<file path="src/rtl/ptp_sched_pkg.sv">
// ptp_tx_sched shared types: message codes, priority order,
// FSM states and the gPTP master role code.
package ptp_sched_pkg;

  localparam int NUM_TYPES = 6;

  typedef enum logic [2:0] {
    MSG_SYNC           = 3'd0,
    MSG_FOLLOW_UP      = 3'd1,
    MSG_PDELAY_REQ     = 3'd2,
    MSG_PDELAY_RESP    = 3'd3,
    MSG_PDELAY_RESP_FU = 3'd4,
    MSG_ANNOUNCE       = 3'd5
  } msg_t;

  typedef enum logic [1:0] {
    ST_IDLE      = 2'd0,
    ST_REQ       = 2'd1,
    ST_WAIT_DONE = 2'd2
  } state_t;

  localparam logic [2:0] ROLE_MASTER = 3'b000;

  // SYNC, FOLLOW_UP and ANNOUNCE only make sense as master
  localparam logic [5:0] MASTER_ONLY = 6'b100011;

  // Highest priority first
  localparam msg_t PRIO [NUM_TYPES] = '{
    MSG_PDELAY_RESP,
    MSG_PDELAY_RESP_FU,
    MSG_FOLLOW_UP,
    MSG_SYNC,
    MSG_PDELAY_REQ,
    MSG_ANNOUNCE
  };

  // Walk from lowest to highest so the last hit wins
  function automatic logic [2:0] prio_pick(
    input logic [5:0] pend
  );
    logic [2:0] w;
    w = MSG_SYNC;
    for (int i = NUM_TYPES - 1; i >= 0; i--) begin
      if (pend[PRIO[i]]) w = PRIO[i];
    end
    return w;
  endfunction

endpackage

</file>
<file path="src/rtl/ptp_interval_timer.sv">
// Periodic interval timer: counts 0..interval-1, pulses expire at the top.
// Ports: clk, rst (async high), run, interval (0 = off), expire.
module ptp_interval_timer #(
  parameter int W = 32
) (
  input  logic         clk,
  input  logic         rst,
  input  logic         run,
  input  logic [W-1:0] interval,
  output logic         expire
);

  logic [W-1:0] count_q;
  logic [W-1:0] count_d;
  logic         live;

  // >= so a shrunk interval wraps at once instead of running to 2^W
  always_comb begin
    live    = run && (interval != '0);
    expire  = live && (count_q >= interval - 1'b1);
    count_d = count_q + 1'b1;
    if (!live || expire) count_d = '0;
  end

  always_ff @(posedge clk or posedge rst) begin
    if (rst) count_q <= '0;
    else     count_q <= count_d;
  end

endmodule

</file>
<file path="src/rtl/ptp_tx_sched.sv">
// gPTP per-port transmit scheduler: timers + pending set + priority FSM
// onto the frame generator req/ack/done. Optional PTP_TX_SCHED_WDOG_EN.
module ptp_tx_sched
  import ptp_sched_pkg::*;
#(
  parameter int INTERVAL_WIDTH = 32,
  parameter int CNT_WIDTH      = 16,
  parameter int TX_TIMEOUT     = 25000
) (
  input  logic                      i_clk,
  input  logic                      i_rst,
  input  logic                      i_enable,
  input  logic [2:0]                i_ptp_bcm_state,
  input  logic                      i_twostep,
  input  logic [INTERVAL_WIDTH-1:0] i_sync_interval,
  input  logic [INTERVAL_WIDTH-1:0] i_announce_interval,
  input  logic [INTERVAL_WIDTH-1:0] i_pdelay_interval,
  input  logic                      i_pdelay_resp_req,
  output logic                      o_tx_req,
  output logic [2:0]                o_tx_type,
  input  logic                      i_tx_ack,
  input  logic                      i_tx_done,
  output logic                      o_sync_event_start,
  output logic                      o_pdelay_event_start,
  output logic                      o_pdelay_event_resp_start,
  output logic                      o_tx_busy,
  output logic                      o_tx_timeout,
  output logic [CNT_WIDTH-1:0]      o_overrun_cnt
);

`ifdef PTP_TX_SCHED_WDOG_EN
  localparam logic WDOG_ON = 1'b1;
`else
  localparam logic WDOG_ON = 1'b0;
`endif

  localparam int WDW = $clog2(TX_TIMEOUT + 1);
  localparam logic [WDW-1:0] WDOG_LAST = WDW'(TX_TIMEOUT - 1);

  logic master;
  logic exp_sync;
  logic exp_ann;
  logic exp_pdly;

  state_t         state_q, state_d;
  logic [2:0]     type_q, type_d;
  logic [WDW-1:0] wdog_q, wdog_d;
  logic           tmo_q, tmo_d;
  logic [5:0]     pend_q, pend_d;
  logic [CNT_WIDTH-1:0] cnt_q, cnt_d;

  logic [5:0]     set;
  logic [5:0]     clr;
  logic [5:0]     flush;
  logic [5:0]     ovr;
  logic [5:0]     avail;
  logic [2:0]     win;
  logic [2:0]     inc;
  logic [CNT_WIDTH:0] sum;
  logic           grant;

  assign master = (i_ptp_bcm_state == ROLE_MASTER);

  ptp_interval_timer #(.W(INTERVAL_WIDTH)) u_sync_tmr (
    .clk      (i_clk),
    .rst      (i_rst),
    .run      (i_enable && master),
    .interval (i_sync_interval),
    .expire   (exp_sync)
  );

  ptp_interval_timer #(.W(INTERVAL_WIDTH)) u_ann_tmr (
    .clk      (i_clk),
    .rst      (i_rst),
    .run      (i_enable && master),
    .interval (i_announce_interval),
    .expire   (exp_ann)
  );

  ptp_interval_timer #(.W(INTERVAL_WIDTH)) u_pdly_tmr (
    .clk      (i_clk),
    .rst      (i_rst),
    .run      (i_enable),
    .interval (i_pdelay_interval),
    .expire   (exp_pdly)
  );

  // Pending set/clear, flush and overrun accounting
  always_comb begin
    set = '0;
    set[MSG_SYNC]        = exp_sync;
    set[MSG_ANNOUNCE]    = exp_ann;
    set[MSG_PDELAY_REQ]  = exp_pdly;
    set[MSG_PDELAY_RESP] = i_pdelay_resp_req;
    if (state_q == ST_WAIT_DONE && i_tx_done && i_twostep) begin
      if (type_q == MSG_SYNC && master)
        set[MSG_FOLLOW_UP] = 1'b1;
      if (type_q == MSG_PDELAY_RESP)
        set[MSG_PDELAY_RESP_FU] = 1'b1;
    end
    clr = '0;
    if (state_q == ST_REQ && i_tx_ack) clr[type_q] = 1'b1;
    flush = !i_enable ? '1 : (master ? '0 : MASTER_ONLY);
    // A set landing on its own ack clear is a fresh request, not a loss
    ovr    = set & pend_q & ~clr & ~flush;
    pend_d = ((pend_q & ~clr) | set) & ~flush;
    avail  = pend_q & ~flush;
    win    = prio_pick(avail);
    inc    = '0;
    for (int i = 0; i < NUM_TYPES; i++) begin
      inc = inc + {2'b00, ovr[i]};
    end
    sum   = {1'b0, cnt_q} + (CNT_WIDTH + 1)'(inc);
    cnt_d = sum[CNT_WIDTH] ? '1 : sum[CNT_WIDTH-1:0];
  end

  always_ff @(posedge i_clk or posedge i_rst) begin
    if (i_rst) begin
      pend_q <= '0;
      cnt_q  <= '0;
    end else begin
      pend_q <= pend_d;
      cnt_q  <= cnt_d;
    end
  end

  // FSM state register
  always_ff @(posedge i_clk or posedge i_rst) begin
    if (i_rst) begin
      state_q <= ST_IDLE;
      type_q  <= '0;
      wdog_q  <= '0;
      tmo_q   <= 1'b0;
    end else begin
      state_q <= state_d;
      type_q  <= type_d;
      wdog_q  <= wdog_d;
      tmo_q   <= tmo_d;
    end
  end

  // FSM next state
  always_comb begin
    state_d = state_q;
    type_d  = type_q;
    wdog_d  = '0;
    tmo_d   = 1'b0;
    unique case (state_q)
      ST_IDLE: begin
        if (|avail) begin
          state_d = ST_REQ;
          type_d  = win;
        end
      end
      ST_REQ: begin
        if (i_tx_ack) state_d = ST_WAIT_DONE;
      end
      ST_WAIT_DONE: begin
        wdog_d = wdog_q + 1'b1;
        if (i_tx_done) begin
          state_d = ST_IDLE;
        end else if (WDOG_ON && wdog_q == WDOG_LAST) begin
          state_d = ST_IDLE;
          tmo_d   = 1'b1;
        end
      end
      default: state_d = ST_IDLE;
    endcase
  end

  // FSM outputs
  always_comb begin
    grant                     = (state_q == ST_IDLE) && (|avail);
    o_tx_req                  = (state_q == ST_REQ);
    o_tx_busy                 = (state_q != ST_IDLE);
    o_tx_type                 = type_q;
    o_tx_timeout              = tmo_q;
    o_overrun_cnt             = cnt_q;
    o_sync_event_start        = grant && (win == MSG_SYNC);
    o_pdelay_event_start      = grant && (win == MSG_PDELAY_REQ);
    o_pdelay_event_resp_start = grant && (win == MSG_PDELAY_RESP);
  end

endmodule

</file>
<file path="config.mk">
export PLATFORM = sky130hd
export DESIGN_NAME = ptp_tx_sched
export DESIGN_NICKNAME = d
export VERILOG_FILES = /design/src/rtl/ptp_sched_pkg.sv /design/src/rtl/ptp_interval_timer.sv /design/src/rtl/ptp_tx_sched.sv
export SDC_FILE = /design/constraint.sdc
export NUM_CORES = 1
export LEC_CHECK = 0
export ABC_AREA = 1
export CORE_MARGIN = 2
export CORE_UTILIZATION = 55
export CTS_BUF_LIST = sky130_fd_sc_hd__clkbuf_8
export DETAILED_ROUTE_END_ITERATION = 8
export PLACE_DENSITY = 0.86
export SYNTH_ARGS = -nofsm -noshare
export SYNTH_HDL_FRONTEND = slang
export SYNTH_SLANG_ARGS = --single-unit
</file>
<file path="constraint.sdc">
create_clock -name i_clk -period 8.7 [get_ports i_clk]
set_input_delay 1.74 -clock i_clk [delete_from_list [all_inputs] [get_ports i_clk]]
set_output_delay 1.74 -clock i_clk [all_outputs]
set_load 0.01 [all_outputs]
</file>
==> run summary <==
The insertion delay of the later-clocked pin in the worst-skew pair came out at 460 ps. The average vias per placed instance came out at 5.29. Summed over all layers, the routed wires come to 27.3 mm.

The fraction of final layout cells sized beyond drive strength 1 came out at 6.79%. The setup clock skew after layout came out at 10.2 ps. The maximum fanout along the worst path came out at 5. The area growth from synthesis to layout is 17.5%. The die is 148 um tall. The per-instance average area after synthesis came out at 7.10 um^2. The net count of the finished layout is 1956. The proportion of netlist area held by the largest area contributor is 27.1%. The register-to-register setup slack came out at 3790 ps. The cell leakage power came out at 5.98 nW.

The worst ir drop on vdd is 0.000140 V. The relative slew slack is 17.9%. The number of maximum-capacitance constraint violations is 0. The quantity of hold-fixing buffers added after cts is 0. The logic depth of the worst register-to-register path came out at 23. The type of the worst min-delay path is reg -> reg. The max-slew violation count came out at 0. The worst reg2reg path endpoint is o_overrun_cnt[14]$_DFF_PP0_. The cell that appears most often on the critical path is sky130_fd_sc_hd__nand2_1. Synthesis handed over a netlist of 1603 instances. The die area is 0.0219 mm^2. The synthesized design spends more area on one cell type than any other, namely sky130_fd_sc_hd__dfrtp_1. The number of buffers created by CTS came out at 17. For this configuration, the core starts out at a cell density of 56.1%. Global routing used 25.7% of the available tracks across all layers. The number of synthesized register bits came out at 123.

The total overflow reported by the global router came out at 0. The post-CTS setup buffer count is 0. The quantity of gates resized following cts is 0. In the synthesized netlist, the cells that appear most often are 350 x sky130_fd_sc_hd__nand2_1, 295 x sky130_fd_sc_hd__nor2_1, 192 x sky130_fd_sc_hd__inv_1. The H-tree generated during clock tree synthesis spans 4 levels. At the end of routability-driven placement, the weighted congestion stood at 0.953. The timing-limited maximum frequency came out at 0.135 GHz.

Input and output buffers added on the ports amount to 129. The floorplan core area is 0.0203 mm^2. The final-report hold violation count is 0. In the synthesized netlist the dominant register cell turns out to be sky130_fd_sc_hd__dfrtp_1. met2 is the most crowded layer. 131 I/O pins were placed.

The flow ran to the end, and the final reports show no timing, DRC or antenna violations. Yosys mapped a number of flops with a built-in enable equal to 0. The startpoint of the worst-slack reg-to-reg timing path is u_sync_tmr.count_q[7]$_DFF_PP0_.

The sort of element at the end of the critical path is a flip-flop. The final standard cell utilization of the core is 65.9%. The largest individual stage delay along the critical path comes from the cell sky130_fd_sc_hd__fa_1. The setup-violating endpoint count in the final report came out at 0. The share of the clock period used by the worst path is 85.1%. The count of TritonRoute iterations in the first routing pass came out at 5. The total of warnings raised by yosys came out at 0.

The first-pass GRT wire length came out at 46.6 mm. The synthesized netlist contains 48 unique library cells. STA classifies the critical path startpoint as a primary input.

The met1 layer usage reported by global route is 33.9%. After floorplanning, the core was divided into 52 placement rows. The number of sinks on the clock net came out at 123. The largest net degree at the start of global routing is 67. The DRC violations left is 0. The worst setup path is of the in -> reg kind.

TritonCTS built the clock tree. For the worst setup path, the data required time is 9050 ps. The worst hold slack after final layout is 474 ps.

The CTS clock-pin slew for the worst setup and hold paths came out at 80 ps. The peak per-stage delay on the critical path came out at 550 ps. The endpoint of the worst hold path is state_q[1]$_DFFE_PP0P_.

The share of synthesized flip-flops with an asynchronous set or reset came out at 100%. Once detailed placement completed, the half-perimeter wirelength came to 21.6 mm. The maximum root-to-sink buffer count came out at 2. The tree is rooted in a sky130_fd_sc_hd__clkbuf_8. The worst hold path depth came out at 1. The detail route stage leaves a number of antenna-violating nets equal to 0.

The final sum of negative setup slack came out at 0 ps. Among all cell types in the netlist, the one instantiated most often is sky130_fd_sc_hd__nand2_1. The slew of the pin with the lowest slew margin came out at 1230 ps. The met2 global-route usage came out at 43.0%.

The power density over cell area came out at 107 mW/mm^2. The minimum clock period after layout came out at 7400 ps. Measured along the x axis, the die boundary spans 148 um.

By area the synthesized netlist is led by sky130_fd_sc_hd__dfrtp_1 27%, sky130_fd_sc_hd__ha_1 12%, sky130_fd_sc_hd__nand2_1 12%, sky130_fd_sc_hd__nor2_1 9.7%, sky130_fd_sc_hd__xor2_1 7.7%. Setup repair after global routing left no endpoint under its margin. The arrival time of the worst setup path came out at 7750 ps.

The part of the Yosys area used for sequential elements came out at 27.1%. The post-detailed-route wirelength per cell is 13.5 um. The number of nets produced by synthesis is 1819. The via count of the first global-routing pass is 10472. The number of antenna violations at the first check in global routing came out at 0. For this block, the via count after detailed routing is 10698.

In the global route stage, met3 resource usage came out at 4.14%. In this run the worst setup path begins at i_pdelay_interval[0]. The synthesized cell area is 0.0114 mm^2. 0 antenna diodes ended up in the layout. In this run the most critical hold path is launched from state_q[0]$_DFFE_PP0P_. After the first detailed-routing iteration, the DRC count stood at 769.
## power by group
part	switching [mW]	internal, mW	total, mW
registers	0.0165	0.587	0.604
logic	0.138	0.122	0.260
clock network	0.247	0.320	0.567
## registers in the layout (all words and copies together), names as in the netlist
name,flops
o_tx_type,3
pend_q,6
u_sync_tmr.count_q,32
u_pdly_tmr.count_q,32
u_ann_tmr.count_q,32
o_overrun_cnt,16
state_q,2
## layout by cell type (no fill, tap or decap), types with 18 or more instances in the layout
master and count:
sky130_fd_sc_hd__nor2_2 19, sky130_fd_sc_hd__nand4_1 37, sky130_fd_sc_hd__nand2_1 350, sky130_fd_sc_hd__clkdlybuf4s50_1 129, sky130_fd_sc_hd__ha_1 106, sky130_fd_sc_hd__o21ai_0 26, sky130_fd_sc_hd__dfrtp_1 123, sky130_fd_sc_hd__inv_1 191
sky130_fd_sc_hd__xnor2_1 56, sky130_fd_sc_hd__xor2_1 100, sky130_fd_sc_hd__nand3_1 62, sky130_fd_sc_hd__clkbuf_8 18, sky130_fd_sc_hd__nor3_1 54, sky130_fd_sc_hd__nor2_1 295, sky130_fd_sc_hd__a21oi_1 45
## final cells by class
cell class | instances | area (um^2)
sequential | 123 | 3080
clock inverter | 14 | 194
tap | 270 | 338
clock buffer | 18 | 248
timing repair buffer | 130 | 1300
fill | 1730 | 6930
inverter | 197 | 742
multi-input combinational | 1271 | 7470
## per-stage QoR
step | setup slack [ps] | area [um^2] | total power, mW | instances
finish | 1300 | 13400 | 1.43 | 2023
global route | 773 | 13400 | 1.49 | 2023
CTS | 1310 | 13400 | 1.44 | 2023
detailed placement | 824 | 12900 | 0.873 | 1991
global placement | 1100 | 12900 | 0.865 | 1991
floorplan | 1940 | 11400 | 0.747 | 1603
## per-layer routing
layer  wire length, um  up-vias  share of wire [%]
met1             12400     4927                 45
met5                 0        -                  0
met4               553        0                2.0
met2             12700      319                 47
li1                  -     5406                  -
met3              1620       46                6.0
## kinds of logic after synthesis
family / synth area share [%]
adders and majority gates: 12.4
other: 0.0330
buffers and inverters: 7.30
AOI/OAI and AO/OA: 5.01
and+or+nand+nor: 36.2
DFF: 27.1
xor gates and xnor gates: 12.0
## worst max-delay path by stage
| stage | end | slack, ps |
|---|---|---|
| 2_1_floorplan | o_overrun_cnt[14]$_DFF_PP0_ | 1940 |
| 3_3_place_gp | o_overrun_cnt[14]$_DFF_PP0_ | 1100 |
| 3_5_place_dp | o_overrun_cnt[14]$_DFF_PP0_ | 820 |
| 4_1_cts | o_overrun_cnt[14]$_DFF_PP0_ | 1310 |
| 5_1_grt | o_overrun_cnt[14]$_DFF_PP0_ | 770 |
| 6_report | o_overrun_cnt[14]$_DFF_PP0_ | 1300 |
## critical path, delay by kind of cell
family                   cells  cell delay, ps
AO/OA/AOI/OAI                1             210
adder cells (fa/ha/maj)      6            2370
XOR/XNOR                     2             240
AND/OR/NAND/NOR             19            2600
buffers and inverters        3             590
No activity file was read; power rests on OpenSTA's default activity.
